==> src/rtl/lcd_pkg.sv <==
// Shared command bytes, FSM encodings and the init-command lookup for the
// character-LCD text sequencer.
package lcd_pkg;

    localparam logic [7:0] LCD_FUNC_SET   = 8'h38;
    localparam logic [7:0] LCD_DISP_ON    = 8'h0C;
    localparam logic [7:0] LCD_CLEAR      = 8'h01;
    localparam logic [7:0] LCD_ENTRY      = 8'h06;
    localparam logic [7:0] LCD_LINE0_ADDR = 8'h80;
    localparam logic [7:0] LCD_LINE1_ADDR = 8'hC0;

    // Index of the clear command in the init list; it needs the long settle.
    localparam int INIT_CLEAR_IDX = 2;
    localparam int INIT_LAST_IDX  = 3;

    typedef enum logic [2:0] {
        S_LOAD,
        S_WAIT,
        S_DLY,
        S_NEXT,
        S_IDLE
    } state_t;

    typedef enum logic {
        PH_INIT,
        PH_TEXT
    } phase_t;

    function automatic logic [7:0] init_cmd(input logic [1:0] i);
        case (i)
            2'd0:    return LCD_FUNC_SET;
            2'd1:    return LCD_DISP_ON;
            2'd2:    return LCD_CLEAR;
            default: return LCD_ENTRY;
        endcase
    endfunction

endpackage

==> src/rtl/lcd_xfer_step.sv <==
// One-byte transfer engine: loads a byte, handshakes with the LCD controller,
// waits the settle delay, then acknowledges so the sequencer can advance.
module lcd_xfer_step
    import lcd_pkg::*;
#(
    parameter int DLY_CYCLES     = 262142,
    parameter int CLR_DLY_CYCLES = 262142
) (
    input  logic       clk,
    input  logic       rst,
    input  logic       iGo,
    input  logic [7:0] iByte,
    input  logic       iRs,
    input  logic       iLongDly,
    input  logic       iLCD_Done,
    output logic [7:0] oLCD_DATA,
    output logic       oLCD_RS,
    output logic       oLCD_Start,
    output logic       oAck,
    output logic       oIdle
);

    localparam int CW = $clog2(CLR_DLY_CYCLES + 1);

    state_t          state, state_nx;
    logic [CW-1:0]   cnt;
    logic [CW-1:0]   lim_m1;

    assign lim_m1 = iLongDly ? CW'(CLR_DLY_CYCLES - 1) : CW'(DLY_CYCLES - 1);

    // State register; reset restarts at a byte load so init begins at once.
    always_ff @(posedge clk) begin
        if (rst) state <= S_LOAD;
        else     state <= state_nx;
    end

    // Next-state: NEXT and IDLE both hand control back to the sequencer via iGo.
    always_comb begin
        state_nx = state;
        case (state)
            S_LOAD:  state_nx = S_WAIT;
            S_WAIT:  if (iLCD_Done) state_nx = S_DLY;
            S_DLY:   if (cnt == lim_m1) state_nx = S_NEXT;
            S_NEXT,
            S_IDLE:  state_nx = iGo ? S_LOAD : S_IDLE;
            default: state_nx = S_LOAD;
        endcase
    end

    // Status outputs decoded from the state.
    always_comb begin
        oAck  = (state == S_NEXT);
        oIdle = (state == S_IDLE);
    end

    // Registered controller interface and settle counter; data/RS hold until the next load.
    always_ff @(posedge clk) begin
        if (rst) begin
            oLCD_DATA  <= '0;
            oLCD_RS    <= 1'b0;
            oLCD_Start <= 1'b0;
            cnt        <= '0;
        end else begin
            case (state)
                S_LOAD: begin
                    oLCD_DATA  <= iByte;
                    oLCD_RS    <= iRs;
                    oLCD_Start <= 1'b1;
                end
                S_WAIT: begin
                    if (iLCD_Done) begin
                        oLCD_Start <= 1'b0;
                        cnt        <= '0;
                    end
                end
                S_DLY: begin
                    if (cnt != lim_m1) cnt <= cnt + CW'(1);
                end
                default: ;
            endcase
        end
    end

endmodule

==> src/rtl/lcd_text_seq.sv <==
// Character-LCD host sequencer: one init pass after reset, then refreshes
// NUM_LINES x NUM_COLS characters from a snapshot of iText.
module lcd_text_seq
    import lcd_pkg::*;
#(
    parameter int NUM_LINES      = 2,
    parameter int NUM_COLS       = 16,
    parameter int DLY_CYCLES     = 262142,
    parameter int CLR_DLY_CYCLES = 262142,
    parameter int AUTO_REFRESH   = 1
) (
    input  logic                            iCLK,
    input  logic                            iRST,
    input  logic [8*NUM_LINES*NUM_COLS-1:0] iText,
    input  logic                            iUpdate,
    output logic                            oBusy,
    output logic                            oFrameDone,
    output logic [7:0]                      oLCD_DATA,
    output logic                            oLCD_RS,
    output logic                            oLCD_Start,
    input  logic                            iLCD_Done
);

    localparam int NCH = NUM_LINES * NUM_COLS;
    localparam int TW  = 8 * NCH;
    // Index also walks the four init commands, so it needs at least 2 bits.
    localparam int IW  = ($clog2(NUM_COLS + 1) < 2) ? 2 : $clog2(NUM_COLS + 1);

    phase_t          phase;
    logic [IW-1:0]   idx;      // text phase: 0 = line address, 1..NUM_COLS = characters
    logic            line;
    logic            pending;
    logic [TW-1:0]   snapshot;

    logic            ack, idle, go;
    logic [7:0]      byte_sel;
    logic            rs_sel, long_dly;
    logic            last_init, line_end, frame_end, refresh_req;
    logic [TW-1:0]   text_shift;
    int              pos;

    lcd_xfer_step #(
        .DLY_CYCLES     (DLY_CYCLES),
        .CLR_DLY_CYCLES (CLR_DLY_CYCLES)
    ) u_step (
        .clk        (iCLK),
        .rst        (iRST),
        .iGo        (go),
        .iByte      (byte_sel),
        .iRs        (rs_sel),
        .iLongDly   (long_dly),
        .iLCD_Done  (iLCD_Done),
        .oLCD_DATA  (oLCD_DATA),
        .oLCD_RS    (oLCD_RS),
        .oLCD_Start (oLCD_Start),
        .oAck       (ack),
        .oIdle      (idle)
    );

    // Select the byte for the current position: init command, line address or snapshot character.
    always_comb begin
        byte_sel   = '0;
        rs_sel     = 1'b0;
        long_dly   = 1'b0;
        pos        = 0;
        text_shift = '0;
        if (phase == PH_INIT) begin
            byte_sel = init_cmd(idx[1:0]);
            long_dly = (idx == IW'(INIT_CLEAR_IDX));
        end else if (idx == '0) begin
            byte_sel = line ? LCD_LINE1_ADDR : LCD_LINE0_ADDR;
        end else begin
            rs_sel     = 1'b1;
            pos        = int'(line) * NUM_COLS + int'(idx) - 1;
            text_shift = snapshot << (pos * 8);
            byte_sel   = text_shift[TW-1 -: 8];
        end
    end

    // Sequence-end decode and the go request for the transfer engine.
    always_comb begin
        last_init   = (phase == PH_INIT) && (idx == IW'(INIT_LAST_IDX));
        line_end    = (phase == PH_TEXT) && (idx == IW'(NUM_COLS));
        frame_end   = line_end && (line == 1'(NUM_LINES - 1));
        refresh_req = iUpdate || pending || ((AUTO_REFRESH != 0) && (iText != snapshot));
        go          = idle ? refresh_req : (ack && !frame_end);
        oFrameDone  = ack && frame_end;
        oBusy       = !idle;
    end

    // Index/line/phase advance, refresh-request latching and text snapshot.
    always_ff @(posedge iCLK) begin
        if (iRST) begin
            phase    <= PH_INIT;
            idx      <= '0;
            line     <= 1'b0;
            pending  <= 1'b0;
            snapshot <= '0;
        end else if (idle) begin
            if (refresh_req) begin
                snapshot <= iText;
                pending  <= 1'b0;
            end
        end else begin
            if (iUpdate) pending <= 1'b1;
            if (ack) begin
                if (phase == PH_INIT) begin
                    if (last_init) begin
                        phase    <= PH_TEXT;
                        idx      <= '0;
                        line     <= 1'b0;
                        snapshot <= iText;
                    end else begin
                        idx <= idx + IW'(1);
                    end
                end else if (line_end) begin
                    idx  <= '0;
                    line <= frame_end ? 1'b0 : line + 1'b1;
                end else begin
                    idx <= idx + IW'(1);
                end
            end
        end
    end

endmodule

==> config.mk <==
export PLATFORM = sky130hd
export DESIGN_NAME = lcd_text_seq
export DESIGN_NICKNAME = d
export VERILOG_FILES = /design/src/rtl/lcd_pkg.sv /design/src/rtl/lcd_xfer_step.sv /design/src/rtl/lcd_text_seq.sv
export SDC_FILE = /design/constraint.sdc
export NUM_CORES = 1
export LEC_CHECK = 0
export ABC_CLOCK_PERIOD_IN_PS = 3870
export CAP_MARGIN = 10
export CELL_PAD_IN_SITES_DETAIL_PLACEMENT = 1
export CELL_PAD_IN_SITES_GLOBAL_PLACEMENT = 1
export CORE_UTILIZATION = 38
export DETAILED_ROUTE_END_ITERATION = 8
export PLACE_DENSITY_LB_ADDON = 0.1
export SLEW_MARGIN = 20
export SYNTH_ARGS = -nofsm -noshare
export SYNTH_HDL_FRONTEND = slang
export SYNTH_SLANG_ARGS = --single-unit
==> constraint.sdc <==
create_clock -name iCLK -period 3.87 [get_ports iCLK]
set_input_delay 0.5805 -clock iCLK [delete_from_list [all_inputs] [get_ports iCLK]]
set_output_delay 0.5805 -clock iCLK [all_outputs]
set_load 0.005 [all_outputs]
Word-level counts from Yosys, hierarchy flattened
Cells that the tools add are included.
{"block": "word_totals", "input_bits": 260, "mem_bits_rw": 0, "rom_bits": 0, "memories": 0, "register_bits": 295, "latch_bits": 0}
{"block": "op_classes", "n_reduce_logical": 26, "shift": 1, "div_mod_pow": 0, "add_sub_neg": 5, "order_cmp": 0, "n_mul": 0, "eq_ne": 17, "muxes": 33, "bitwise_logic": 2}
{"operator": "256-bit two-way mux", "count": 5}
{"operator": "256-bit != test", "count": 1}
{"operator": "256-bit by 32-bit << shifter with 256-bit output", "count": 1}
{"operator": "18-bit two-way mux", "count": 2}
{"operator": "18-bit one-hot mux with 2 select lines", "count": 1}
{"operator": "18-bit by 1-bit adder with 18-bit output (second input constant)", "count": 1}
{"operator": "18-bit == test (second input constant)", "count": 1}
{"operator": "18-bit != test (second input constant)", "count": 1}
{"operator": "6-bit one-hot mux with 3 select lines", "count": 1}
{"operator": "8-bit two-way mux", "count": 2}
{"operator": "5-bit two-way mux", "count": 3}
{"operator": "1-bit two-way mux", "count": 13}
{"operator": "3-bit one-hot mux with 4 select lines", "count": 1}
{"operator": "2-bit nonzero test", "count": 6}
{"operator": "2-bit by 1-bit != test with 1-bit output (second input constant)", "count": 5}
{"operator": "3-bit two-way mux", "count": 3}
{"operator": "2-bit AND reduction", "count": 4}
{"operator": "4-bit AND reduction", "count": 2}
{"operator": "7-bit two-way mux", "count": 1}
{"operator": "6-bit by 1-bit subtractor with 7-bit output (second input constant)", "count": 1}
{"operator": "5-bit by 5-bit adder with 6-bit output", "count": 1}
{"operator": "3-bit by 2-bit == test with 1-bit output (second input constant)", "count": 2}
{"operator": "5-bit by 1-bit adder with 5-bit output (second input constant)", "count": 1}
{"operator": "5-bit by 2-bit == test with 1-bit output (second input constant)", "count": 1}
{"operator": "other kinds (17)", "count": 24}

Logic depth before layout (Yosys ltp)
Gate-level depths: netlist of run 1.
{"block": "depth", "ltp_word": 8, "mapped_depth": 14, "depth_no_buf": 12}

Hierarchy
Synthesis of run 1 repeated with hierarchy kept, for this count alone.
{"block": "unflattened", "hier_cells": 1939, "hier_area_um2": 18627.9}
{"module": "lcd_text_seq", "instances": 1, "cells_per_inst": 1746, "seq_area_each_um2": 5285.1, "area_per_inst_um2": 17077.6}
{"module": "lcd_xfer_step", "instances": 1, "cells_per_inst": 193, "seq_area_each_um2": 620.6, "area_per_inst_um2": 1550.2}

Least setup slack after synthesis of run 1
No wires, ideal clock.
{"block": "synth_path", "kind": "reg-to-reg", "startpoint": "reg idx[0]", "endpoint": "reg u_step.oLCD_DATA[2]", "path_stages_with_launch": 15, "t_arrival_ns": 3.644, "setup_time_ns": 0.128, "path_slack_ns": 0.098, "required_ns": 3.742, "cell_sequence": "dfxtp_1 -> clkbuf_1 -> buf_2 -> buf_2 -> buf_2 -> inv_1 -> ha_1 -> buf_1 -> clkbuf_1 -> mux4_2 -> mux4_2 -> mux2i_1 -> o221ai_1 -> o21ai_0 -> nor2_1"}
{"block": "synth_between", "elab_chain_cells": 5}
{"element": "start: declaration", "line": "lcd_text_seq.sv:30", "rtl": "logic [IW-1:0] idx;"}
{"element": "start signal: assignment", "line": "lcd_text_seq.sv:114", "rtl": "idx <= idx + IW'(1);"}
{"element": "start signal: assignment", "line": "lcd_text_seq.sv:120", "rtl": "idx <= idx + IW'(1);"}
{"element": "5-bit by 5-bit adder with 6-bit output", "line": "lcd_text_seq.sv:74", "rtl": "pos = int'(line) * NUM_COLS + int'(idx) - 1;"}
{"element": "6-bit by 1-bit subtractor with 7-bit output", "line": "lcd_text_seq.sv:74"}
{"element": "256-bit by 32-bit << shifter with 256-bit output", "line": "lcd_text_seq.sv:75", "rtl": "text_shift = snapshot << (pos * 8);"}
{"element": "8-bit two-way mux", "line": "lcd_text_seq.sv:70", "rtl": "end else if (idx == '0) begin"}
{"element": "8-bit two-way mux (*)", "line": "lcd_text_seq.sv:67", "rtl": "if (phase == PH_INIT) begin"}
{"element": "end signal: assignment", "line": "lcd_xfer_step.sv:66", "rtl": "oLCD_DATA <= iByte;"}
{"element": "end: declaration", "line": "lcd_xfer_step.sv:16", "rtl": "output logic [7:0] oLCD_DATA,"}
Every way passes the cells marked *; elsewhere a longest branch is shown, timed or not.
A chain may end at the register's enable or synchronous reset.

Final worst setup path of run 1
{"block": "layout_path", "startpoint": "reg idx[0]", "endpoint": "out oFrameDone"}
{"block": "layout_between", "elab_chain_cells": 4}
{"element": "5-bit == test", "line": "lcd_text_seq.sv:83", "rtl": "line_end = (phase == PH_TEXT) && (idx == IW'(NUM_COLS));"}
{"element": "1-bit logical AND", "line": "lcd_text_seq.sv:83"}
{"element": "1-bit logical AND", "line": "lcd_text_seq.sv:84", "rtl": "frame_end = line_end && (line == 1'(NUM_LINES - 1));"}
{"element": "1-bit logical AND", "line": "lcd_text_seq.sv:87", "rtl": "oFrameDone = ack && frame_end;"}
{"element": "end: declaration", "line": "lcd_text_seq.sv:17", "rtl": "output logic oFrameDone,"}
Every way passes these cells.

==> results of run 1 <==
## worst paths after layout
path / startpoint / cells after the start / slack (ns) / endpoint
worst max-delay path: idx[0] / 7 / 0.41 / oFrameDone
worst max register to register: idx[1] / 8 / 0.57 / u_step.oLCD_DATA[5]
worst min-delay path: u_step.oLCD_Start / 2 / 0.49 / u_step.oLCD_Start
worst min register to register: u_step.oLCD_Start / 2 / 0.49 / u_step.oLCD_Start
## tightest hold or removal path: stages (launching register included)
cell and delay [ns]:
dfxtp_1 0.32, a21oi_1 0.06, nor2_1 0.07
## per-layer routing
metal / up-vias / share of wire (%)
met5: - / 0.048
met4: 6 / 4.2
met3: 114 / 6.0
met2: 568 / 45
met1: 8799 / 44
li1: 7684 / -
## cell families after synthesis
family | share of synthesized area (%)
AOI/OAI and AO/OA | 18.6
and+or+nand+nor | 19.9
DFF | 33.6
buffers and inverters | 5.93
xor gates and xnor gates | 10.2
muxes | 10.8
adders and majority gates | 1.04
## layout make-up
class / count / area [µm²] / share of cell area, %
antenna: 3 / 7.51 / 0.0330
clock buffer: 58 / 1170 / 5.14
clock inverter: 9 / 98.8 / 0.434
inverter: 71 / 267 / 1.17
multi-input combinational: 1419 / 10700 / 46.9
sequential: 295 / 5910 / 26.0
tap: 600 / 751 / 3.30
timing repair buffer: 398 / 3880 / 17.1
## cells in the final DEF, fill, tap and decap left out, types with 4 or more instances in the layout
cell type and count:
buf_12 17, o22ai_1 18, clkbuf_16 41, or3_1 44
clkbuf_8 9, or3b_2 5, clkdlybuf4s50_1 270, nor2_1 47
nor3_1 9, inv_1 71, a2111o_1 6, nand3_1 12
dfxtp_1 294, nor4_1 27, a21oi_1 268, buf_4 110
ha_1 12, nand4_1 51, a22o_1 7, a2111oi_0 5
o21ai_0 264, xor2_1 40, nor2b_1 35, o221ai_1 5
xnor2_1 163, clkbuf_1 9, or3b_1 209, nand2b_1 25
o2111ai_1 6, mux4_2 78, nand2_1 22, o2bb2ai_1 4
clkinv_2 6, mux2i_1 14, a31oi_1 4
## where the power goes
part           switching (mW)  internal (mW)  total, mW
Clock                    1.46           2.21       3.68
Combinational           0.454          0.435      0.889
Sequential            0.00948           3.05       3.06
Total                    1.93           5.70       7.62
## per-stage QoR
stage / setup slack (ns) / hold WS (ns) / area, µm² / util [%]
finish: 0.406 / 0.486 / 22800 / 50.1
global route: 0.129 / 0.514 / 22800 / 50.0
CTS: 0.0670 / 0.493 / 22800 / 50.0
detailed placement: 0.0571 / 0.479 / 21500 / 47.2
global placement: 0.0516 / 0.467 / 21500 / 47.2
floorplan: 0.0985 / 0.458 / 17600 / -
## state kept, by name, summed over array words and instances, names as in the netlist
register and count:
snapshot 256, pending 1, line 1, u_step.oLCD_DATA 8, u_step.oLCD_Start 1, u_step.oLCD_RS 1, idx 5, u_step.cnt 18
u_step.state 3, phase 1
==> results.tsv, run 1 <==
stage	metric	value	unit
die	die height	217	µm
setup_path	slowest cell on the critical path	clkdlybuf4s50_1	
clock_tree	CTS H-tree depth	2	
synth	Yosys reg bits	295	
die	die area	47200	µm²
route	DRT Wirelength	82800	µm
die	Starting Density	38.7	%
clock_tree	Hold Buf Count CTS	0	
worst_hold_path	Hold WC Path Type	reg2reg	
synth	share of the yosys chip area belonging to registers	33.6	%
finish	fin cells	2853	
setup_path	CP max stage delay	0.57	ns
setup_path	Critical Path Start Type	register	
clock_tree	Clk Latency, worst-skew pair	0.56	ns
timing	fin. max-slew vios	0	
synth	Synth Instances	1953	
synth	cell taking the most area after synthesis	dfxtp_1	
route	Initial DRC Count	1495	
grt	largest net degree at the start of global routing	175	
timing	slew margin rel.	39.2	%
place	placed cells	2783	
timing	Final Setup Violations	0	
grt	met3 GRT Util	5.16	%
setup_path	maximum fanout along the worst path	44	
finish	share of layout cells above drive strength 1	12.6	%
timing	crit share post-route	89.5	%
clock_tree	CTS Buffer Depth	3	
route	drt drc	0	
power_and_ir_drop	PnR Total Power	7.62	mW
setup_path	CP Data Required Time	3.29	ns
synth	Post-synth ARST share	0	%
timing	setup tns final	0	ns
grt	global routing's busiest layer	met2	
synth	Syn Nets	2227	
synth	synth warn	0	
setup_path	crit path capture type	output pin	
synth	post-synth cell types	55	
power_and_ir_drop	power per cell area	335	nW/µm²
setup_path	arrival time worst endpoint	2.88	ns
grt	GRT Overall Usage	34.9	%
grt	initial antenna violation count	6	
power_and_ir_drop	Leak Pwr	7.29	nW
timing	Final Skew	0.0153	ns
clock_tree	clock-pin transition on the worst setup and hold timing paths	0.06	ns
timing	Tightest Pin Transition	0.909	ns
route	antenna viol nets, final	0	
clock_tree	CTS-repair resized insts	0	
synth	top cell type's share of synthesized area	33.6	%
route	Avg WL per Cell	29.0	µm
synth	number of synthesized flops with an enable pin	0	
timing	RSZ-0062 raised after global routing	false	
clock_tree	postcts setup bufs	0	
setup_path	CP Class	reg2out	
route	router iterations before antenna repair	5	
synth	ranking of synthesized cells by area	dfxtp_1, or3b_1, mux4_2	
die	Core Region	45500	µm²
grt	vias in the first global route	17200	
synth	synthesized area	17600	µm²
timing	min Tclk post-route	3.46	ns
outcome	outcome	finished clean	
power_and_ir_drop	Max rail drop VDD	271	µV
route	via count	17200	
clock_tree	clock tree from TritonCTS	yes	
setup_path	Crit path max-delay family	buffers and inverters	
synth	Top FF cell, synth	dfxtp_1	
grt	total congestion overflow	0	
place	I/O Buffers	271	
clock_tree	clk sink count	295	
timing	Final Hold Fails	0	
setup_path	cells along the critical path	buf_12 > ha_1 > nand2_1 > o21ai_0 > nand2_1 > nor4_2 > clkdlybuf4s50_1	
setup_path	Buf+Inv Stages, Crit Path	2	
synth	Commonest cells post-synth	dfxtp_1, a21oi_1, o21ai_0, or3b_1, xnor2_1	
clock_tree	CTS Buf Count	38	
grt	GRT met2 Usage	54.9	%
finish	area grow syn2layout	29.4	%
flow_run	maxcap violations	0	
finish	NumNets Final	2497	
synth	cell with the most instances after synthesis	dfxtp_1	
grt	GR Util met1	47.5	%
clock_tree	CTS root buf	clkbuf_16	
place	final RePlAce weighted congestion	1.06	
grt	first-pass GRT wire length	119000	µm
synth	mean post-synth cell area	9.01	µm²
die	Top Ports	272	
timing	fmax	0.289	GHz
route	number of vias per cell	6.02	
setup_path	Crit path top cell by count	nand2_1	
finish	Fillers	5164	
die	Core Rows	78	
die	Die Wd	217	µm
place	HPWL after DPL	64700	µm
No activity file was read; power rests on OpenSTA's default activity.
==> run 2: changes to the inputs <==
--- a/config.mk
+++ b/config.mk
@@ -10,6 +10,7 @@
 export CELL_PAD_IN_SITES_DETAIL_PLACEMENT = 1
 export CELL_PAD_IN_SITES_GLOBAL_PLACEMENT = 1
 export CORE_UTILIZATION = 38
+export CTS_CLUSTER_SIZE = 12
 export DETAILED_ROUTE_END_ITERATION = 8
 export PLACE_DENSITY_LB_ADDON = 0.1
 export SLEW_MARGIN = 20
==> results.tsv, run 2 (same netlist as run 1, synthesis figures left out) <==
stage	metric	value	unit	change
finish	Largest regs	snapshot x256, u_step.cnt x18, u_step.oLCD_DATA x8		unchanged
clock_tree	CTS-repair resized insts	0		unchanged
clock_tree	clock-pin transition on the worst setup and hold timing paths	0.06	ns	about the same
die	die height	217	µm	unchanged
die	Core Region	45500	µm²	unchanged
route	via count	17200		about the same
die	Core Rows	78		unchanged
setup_path	CP Class	reg2out		unchanged
timing	crit share post-route	89.3	%	was 89.5%
power_and_ir_drop	power per cell area	334	nW/µm²	was 335 nW/µm²
setup_path	Buf+Inv Stages, Crit Path	2		unchanged
setup_path	Crit path top cell by count	nand2_1		unchanged
finish	commonest non-fill, non-tap cell in the layout	dfxtp_1		unchanged
grt	total congestion overflow	0		unchanged
timing	setup tns final	0	ns	unchanged
setup_path	Crit path max-delay family	buffers and inverters		unchanged
clock_tree	postcts setup bufs	0		unchanged
clock_tree	CTS root buf	clkbuf_16		unchanged
setup_path	crit path capture type	output pin		unchanged
setup_path	cells along the critical path	buf_12 > ha_1 > nand2_1 > o21ai_0 > nand2_1 > nor4_2 > clkdlybuf4s50_1		unchanged
power_and_ir_drop	Max rail drop VDD	297	µV	was 271 µV
timing	min Tclk post-route	3.46	ns	about the same
place	HPWL after DPL	64700	µm	unchanged
clock_tree	clk sink count	295		unchanged
grt	initial antenna violation count	5		was 6
power_and_ir_drop	Leak Pwr	7.29	nW	about the same
clock_tree	CTS Buf Count	38		unchanged
clock_tree	clock tree from TritonCTS	yes		unchanged
clock_tree	Clk Latency, worst-skew pair	0.56	ns	about the same
clock_tree	CTS H-tree depth	2		unchanged
timing	Final Setup Violations	0		unchanged
timing	slew margin rel.	38.2	%	was 39.2%
timing	Tightest Pin Transition	0.924	ns	was 0.909 ns
timing	Final Hold Fails	0		unchanged
timing	Hold WS	0.486	ns	about the same
place	I/O Buffers	271		unchanged
timing	RSZ-0062 raised after global routing	false		unchanged
flow_run	maxcap violations	0		unchanged
place	final RePlAce weighted congestion	1.06		unchanged
finish	footprint of the multi-input gates	10700	µm²	unchanged
grt	first-pass GRT wire length	119000	µm	about the same
finish	commonest non-fill, non-tap cells in the layout	dfxtp_1, clkdlybuf4s50_1, a21oi_1		unchanged
clock_tree	Hold Buf Count CTS	0		unchanged
route	Avg WL per Cell	29.0	µm	about the same
route	router iterations before antenna repair	6		was 5
finish	Finished Cell Area	22800	µm²	about the same
setup_path	CP max stage delay	0.57	ns	about the same
timing	Final Skew	0.0172	ns	was 0.0153 ns
finish	Fillers	5168		was 5164
finish	max reg flops	256		unchanged
setup_path	Critical Path Start Type	register		unchanged
die	die area	47200	µm²	unchanged
finish	Reg area	5910	µm²	unchanged
timing	fmax	0.289	GHz	about the same
setup_path	arrival time worst endpoint	2.88	ns	about the same
grt	largest net degree at the start of global routing	175		unchanged
timing	fin. max-slew vios	0		unchanged
setup_path	CP Data Required Time	3.29	ns	about the same
route	DRT Wirelength	82700	µm	was 82800 µm
die	Starting Density	38.7	%	unchanged
clock_tree	CTS Buffer Depth	3		unchanged
power_and_ir_drop	PnR Total Power	7.61	mW	was 7.62 mW
setup_path	R2R Setup Slk	0.58	ns	was 0.57 ns
die	Top Ports	272		unchanged
die	Die Wd	217	µm	unchanged
route	antenna viol nets, final	0		unchanged
route	drt drc	0		unchanged
finish	share of layout cells above drive strength 1	12.6	%	unchanged
finish	NumNets Final	2497		unchanged
finish	Largest Register	snapshot		unchanged
setup_path	slowest cell on the critical path	clkdlybuf4s50_1		unchanged
route	number of vias per cell	6.02		about the same
route	Initial DRC Count	1527		was 1495
place	placed cell area	21500	µm²	unchanged
worst_hold_path	Hold WC Path Type	reg2reg		unchanged
outcome	outcome	finished clean		unchanged
grt	GRT Overall Usage	34.8	%	was 34.9%
finish	area grow syn2layout	29.4	%	about the same
setup_path	maximum fanout along the worst path	44		unchanged
grt	vias in the first global route	17200		about the same
run 2: cell count changes in the layout (fill, tap and decap cells not counted), sizes merged:
cell	previous run	this run
diode	3	1
run 2: worst min-delay path: stages, from the launching register on:
cell	delay, ns
dfxtp_1	0.32
a21oi_1	0.06
nor2_1	0.07
run 2: layer usage:
metal | part of all wire (%) | global-route usage, % | up-vias
met4 | 3.4 | 12.0 | 4
li1 | - | - | 7672
met1 | 44 | 47.8 | 8802
met3 | 6.2 | 4.61 | 100
met2 | 46 | 56.1 | 589
met5 | 0.028 | 0 | -
run 2: report_power, final:
part	total (mW)	switching [mW]	internal (mW)	leakage, nW
combinational	0.890	0.454	0.435	4.28
clock	3.67	1.45	2.21	0.630
sequential	3.06	0.00959	3.05	2.38
run 2: area by class of cell:
cell class                      instances  area share [%]
Inverter                               71            1.17
Multi-Input combinational cell       1419            46.9
Clock inverter                          9           0.434
Tap cell                              600            3.30
Antenna cell                            1          0.0110
Sequential cell                       295            26.0
Clock buffer                           58            5.14
Timing Repair Buffer                  398            17.1
run 2: worst paths after layout:
check	startpoint	end	cells past startpoint
worst min register to register	u_step.oLCD_Start	u_step.oLCD_Start	2
worst max-delay path	idx[0]	oFrameDone	7
worst min-delay path	u_step.oLCD_Start	u_step.oLCD_Start	2
worst max register to register	idx[1]	u_step.oLCD_DATA[4]	9
run 2: through the flow:
step	instances	worst slack, ns	util, %
after floorplan	1953	0.0985	-
after global placement	2783	0.0516	47.2
after detailed placement	2783	0.0571	47.2
after CTS	2850	0.0629	50.0
after global routing	2850	0.144	50.0
final	2851	0.413	50.1
==> run 3: changes to the inputs <==
==> constraint.sdc (replaced) <==
create_clock -name iCLK -period 3.87 [get_ports iCLK]
set_input_delay 0.9675 -clock iCLK [delete_from_list [all_inputs] [get_ports iCLK]]
set_output_delay 0.9675 -clock iCLK [all_outputs]
set_load 0.005 [all_outputs]
==> results.tsv, run 3 (same netlist as run 1, synthesis figures left out) <==
stage	metric	value	unit	change
timing	Final Setup Violations	0		unchanged
setup_path	CP Class	in2reg		was reg2out
die	die height	217	µm	unchanged
die	Core Rows	78		unchanged
timing	fin. max-slew vios	0		unchanged
route	drt drc	0		unchanged
grt	vias in the first global route	17200		about the same
clock_tree	clk sink count	295		unchanged
die	Core Region	45500	µm²	unchanged
route	DRT Wirelength	82200	µm	was 82700 µm
finish	commonest non-fill, non-tap cells in the layout	dfxtp_1, clkdlybuf4s50_1, a21oi_1		unchanged
setup_path	maximum fanout along the worst path	155		was 44
flow_run	maxcap violations	0		unchanged
setup_path	CP Data Required Time	4.35	ns	was 3.29 ns
place	I/O Buffers	271		unchanged
setup_path	reg2reg start	idx[1]		unchanged
clock_tree	clock tree from TritonCTS	yes		unchanged
timing	Tightest Pin Transition	0.911	ns	was 0.924 ns
clock_tree	CTS Buffer Depth	3		unchanged
power_and_ir_drop	Reg power frac	40.6	%	was 40.1%
place	final RePlAce weighted congestion	0.969		was 1.06
power_and_ir_drop	switch share	25.6	%	was 25.2%
timing	RSZ-0062 raised after global routing	false		unchanged
finish	commonest non-fill, non-tap cell in the layout	dfxtp_1		unchanged
power_and_ir_drop	Max rail drop VDD	312	µV	was 297 µV
power_and_ir_drop	Clock power frac	47.1	%	was 48.2%
clock_tree	CTS H-tree depth	2		unchanged
route	router iterations before antenna repair	5		was 6
die	Die Wd	217	µm	unchanged
finish	max reg flops	256		unchanged
route	number of vias per cell	5.96		was 6.02
setup_path	Critical Path Start Type	input pin		was register
timing	crit share post-route	98.3	%	was 89.3%
grt	first-pass GRT wire length	118000	µm	was 119000 µm
power_and_ir_drop	net switching power	1.93	mW	was 1.92 mW
power_and_ir_drop	power share of the combinational group	12.3	%	was 11.7%
setup_path	CP max stage delay	0.49	ns	was 0.57 ns
finish	share of layout cells above drive strength 1	13.7	%	was 12.6%
power_and_ir_drop	Int Power	5.61	mW	was 5.70 mW
setup_path	R2R Setup Slk	0.66	ns	was 0.58 ns
timing	min Tclk post-route	3.80	ns	was 3.46 ns
finish	Largest regs	snapshot x256, u_step.cnt x18, u_step.oLCD_DATA x8		unchanged
clock_tree	Hold Buf Count CTS	0		unchanged
setup_path	worst reg2reg path depth	9		unchanged
grt	initial antenna violation count	8		was 5
timing	Final Skew	0.0273	ns	was 0.0172 ns
place	Place WS	-0.416	ns	was 0.0571 ns
clock_tree	clock-pin transition on the worst setup and hold timing paths	0.05	ns	was 0.06 ns
setup_path	arrival time worst endpoint	4.28	ns	was 2.88 ns
timing	slew margin rel.	39.3	%	was 38.2%
timing	fmax	0.263	GHz	was 0.289 GHz
worst_hold_path	Hold Path Sink	u_step.cnt[10]		was u_step.oLCD_Start
setup_path	cells along the critical path	clkdlybuf4s50_1 > xnor2_1 > buf_4 > nand4_1 > nor4_1 > nand4_1 > nor4_2 > buf_4 > a21oi_4 > buf_12 > or3b_1 > a21oi_1		was buf_12 > ha_1 > nand2_1 > o21ai_0 > nand2_1 > nor4_2 > clkdlybuf4s50_1
setup_path	slowest cell on the critical path	clkdlybuf4s50_1		unchanged
outcome	outcome	finished clean		unchanged
worst_hold_path	HP Start	u_step.cnt[10]		was u_step.oLCD_Start
die	die area	47200	µm²	unchanged
power_and_ir_drop	PnR Total Power	7.53	mW	was 7.61 mW
clock_tree	CTS Buf Count	38		unchanged
finish	Reg area	5910	µm²	unchanged
finish	Largest Register	snapshot		unchanged
grt	GRT Overall Usage	34.5	%	was 34.8%
die	Starting Density	38.7	%	unchanged
finish	NumNets Final	2527		was 2497
clock_tree	CTS root buf	clkbuf_16		unchanged
route	antenna viol nets, final	0		unchanged
setup_path	crit path capture type	register		was output pin
grt	largest net degree at the start of global routing	166		was 175
power_and_ir_drop	power per cell area	329	nW/µm²	was 334 nW/µm²
die	Top Ports	272		unchanged
worst_hold_path	WHS Path Cells	2		unchanged
worst_hold_path	Hold WC Path Type	reg2reg		unchanged
timing	Final Hold Fails	0		unchanged
timing	setup tns final	0	ns	unchanged
route	Avg WL per Cell	28.6	µm	was 29.0 µm
clock_tree	Clk Latency, worst-skew pair	0.57	ns	was 0.56 ns
power_and_ir_drop	Leak Pwr	7.38	nW	was 7.29 nW
setup_path	crit path from	iText[147]		was idx[0]
finish	area grow syn2layout	30.0	%	was 29.4%
finish	footprint of the multi-input gates	10700	µm²	about the same
place	HPWL after DPL	62800	µm	was 64700 µm
route	via count	17200		about the same
timing	Hold WS	0.498	ns	was 0.486 ns
finish	Fillers	5272		was 5168
setup_path	reg2reg end	u_step.oLCD_DATA[3]		was u_step.oLCD_DATA[4]
route	Initial DRC Count	1585		was 1527
timing	final worst slack	0.0677	ns	was 0.413 ns
grt	total congestion overflow	0		unchanged
[run 3: changes by cell type in the layout (fill, tap and decap cells not counted)]
cell / previous run / this run
buf_4: 110 / 146
a2111oi_1: 0 / 1
diode_2: 1 / 2
clkinv_2: 6 / 7
buf_12: 17 / 11
clkbuf_8: 9 / 7
clkbuf_16: 41 / 39
a2111oi_0: 5 / 4
nor4_1: 27 / 25
nor4_2: 2 / 4
clkbuf_1: 9 / 10
[run 3: per-stage QoR]
step                instance area, µm²  cells  utilization (%)
floorplan                        17600   1953                -
global placement                 21600   2813             47.6
detailed placement               21600   2813             47.6
CTS                              22800   2878             50.2
global route                     22900   2878             50.3
finish                           22900   2880             50.3
[run 3: area by class of cell]
cell class | instances | share of cell area (%)
antenna | 2 | 0.0219
clock buffer | 55 | 4.79
clock inverter | 10 | 0.454
inverter | 71 | 1.17
multi-input combinational | 1419 | 46.8
sequential | 295 | 25.8
tap | 600 | 3.28
timing repair buffer | 428 | 17.6
[run 3: layer usage]
metal  global-route usage [%]  vias up  wire length (µm)
li1                         -     7759                 -
met1                     46.7     8682             35700
met2                     54.3      605             37300
met3                     5.19      118              5500
met4                     15.4        4              3660
met5                        0        -                25
[run 3: critical path, delay by kind of cell]
family | cells | cell delay [ns]
AOI/OAI and AO/OA | 2 | 0.24
xor gates and xnor gates | 1 | 0.41
and+or+nand+nor | 5 | 1.40
buffers and inverters | 4 | 1.11
[run 3: power by group through the flow]
stage	Clock, mW	Sequential [mW]	Combinational [mW]
2_1_floorplan	0	3.12	0.262
3_3_place_gp	0	3.12	0.915
3_5_place_dp	0	3.12	0.916
4_1_cts	3.58	3.06	0.923
5_1_grt	3.71	3.06	0.962
6_report	3.55	3.06	0.929
[run 3: worst max path at each step]
stage / to / slack [ns] / cells past startpoint
after floorplan: u_step.oLCD_DATA[2] / 0.1 / 14
after global placement: snapshot[22] / -0.37 / 12
after detailed placement: snapshot[87] / -0.42 / 12
after CTS: oFrameDone / 0.01 / 6
after global routing: snapshot[73] / 0.002 / 11
final: snapshot[73] / 0.07 / 12
[run 3: timing repair]
action,in CTS,in global routing
endpoints found under the setup margin,0,5
resized for setup,0,4
setup buffers,0,0
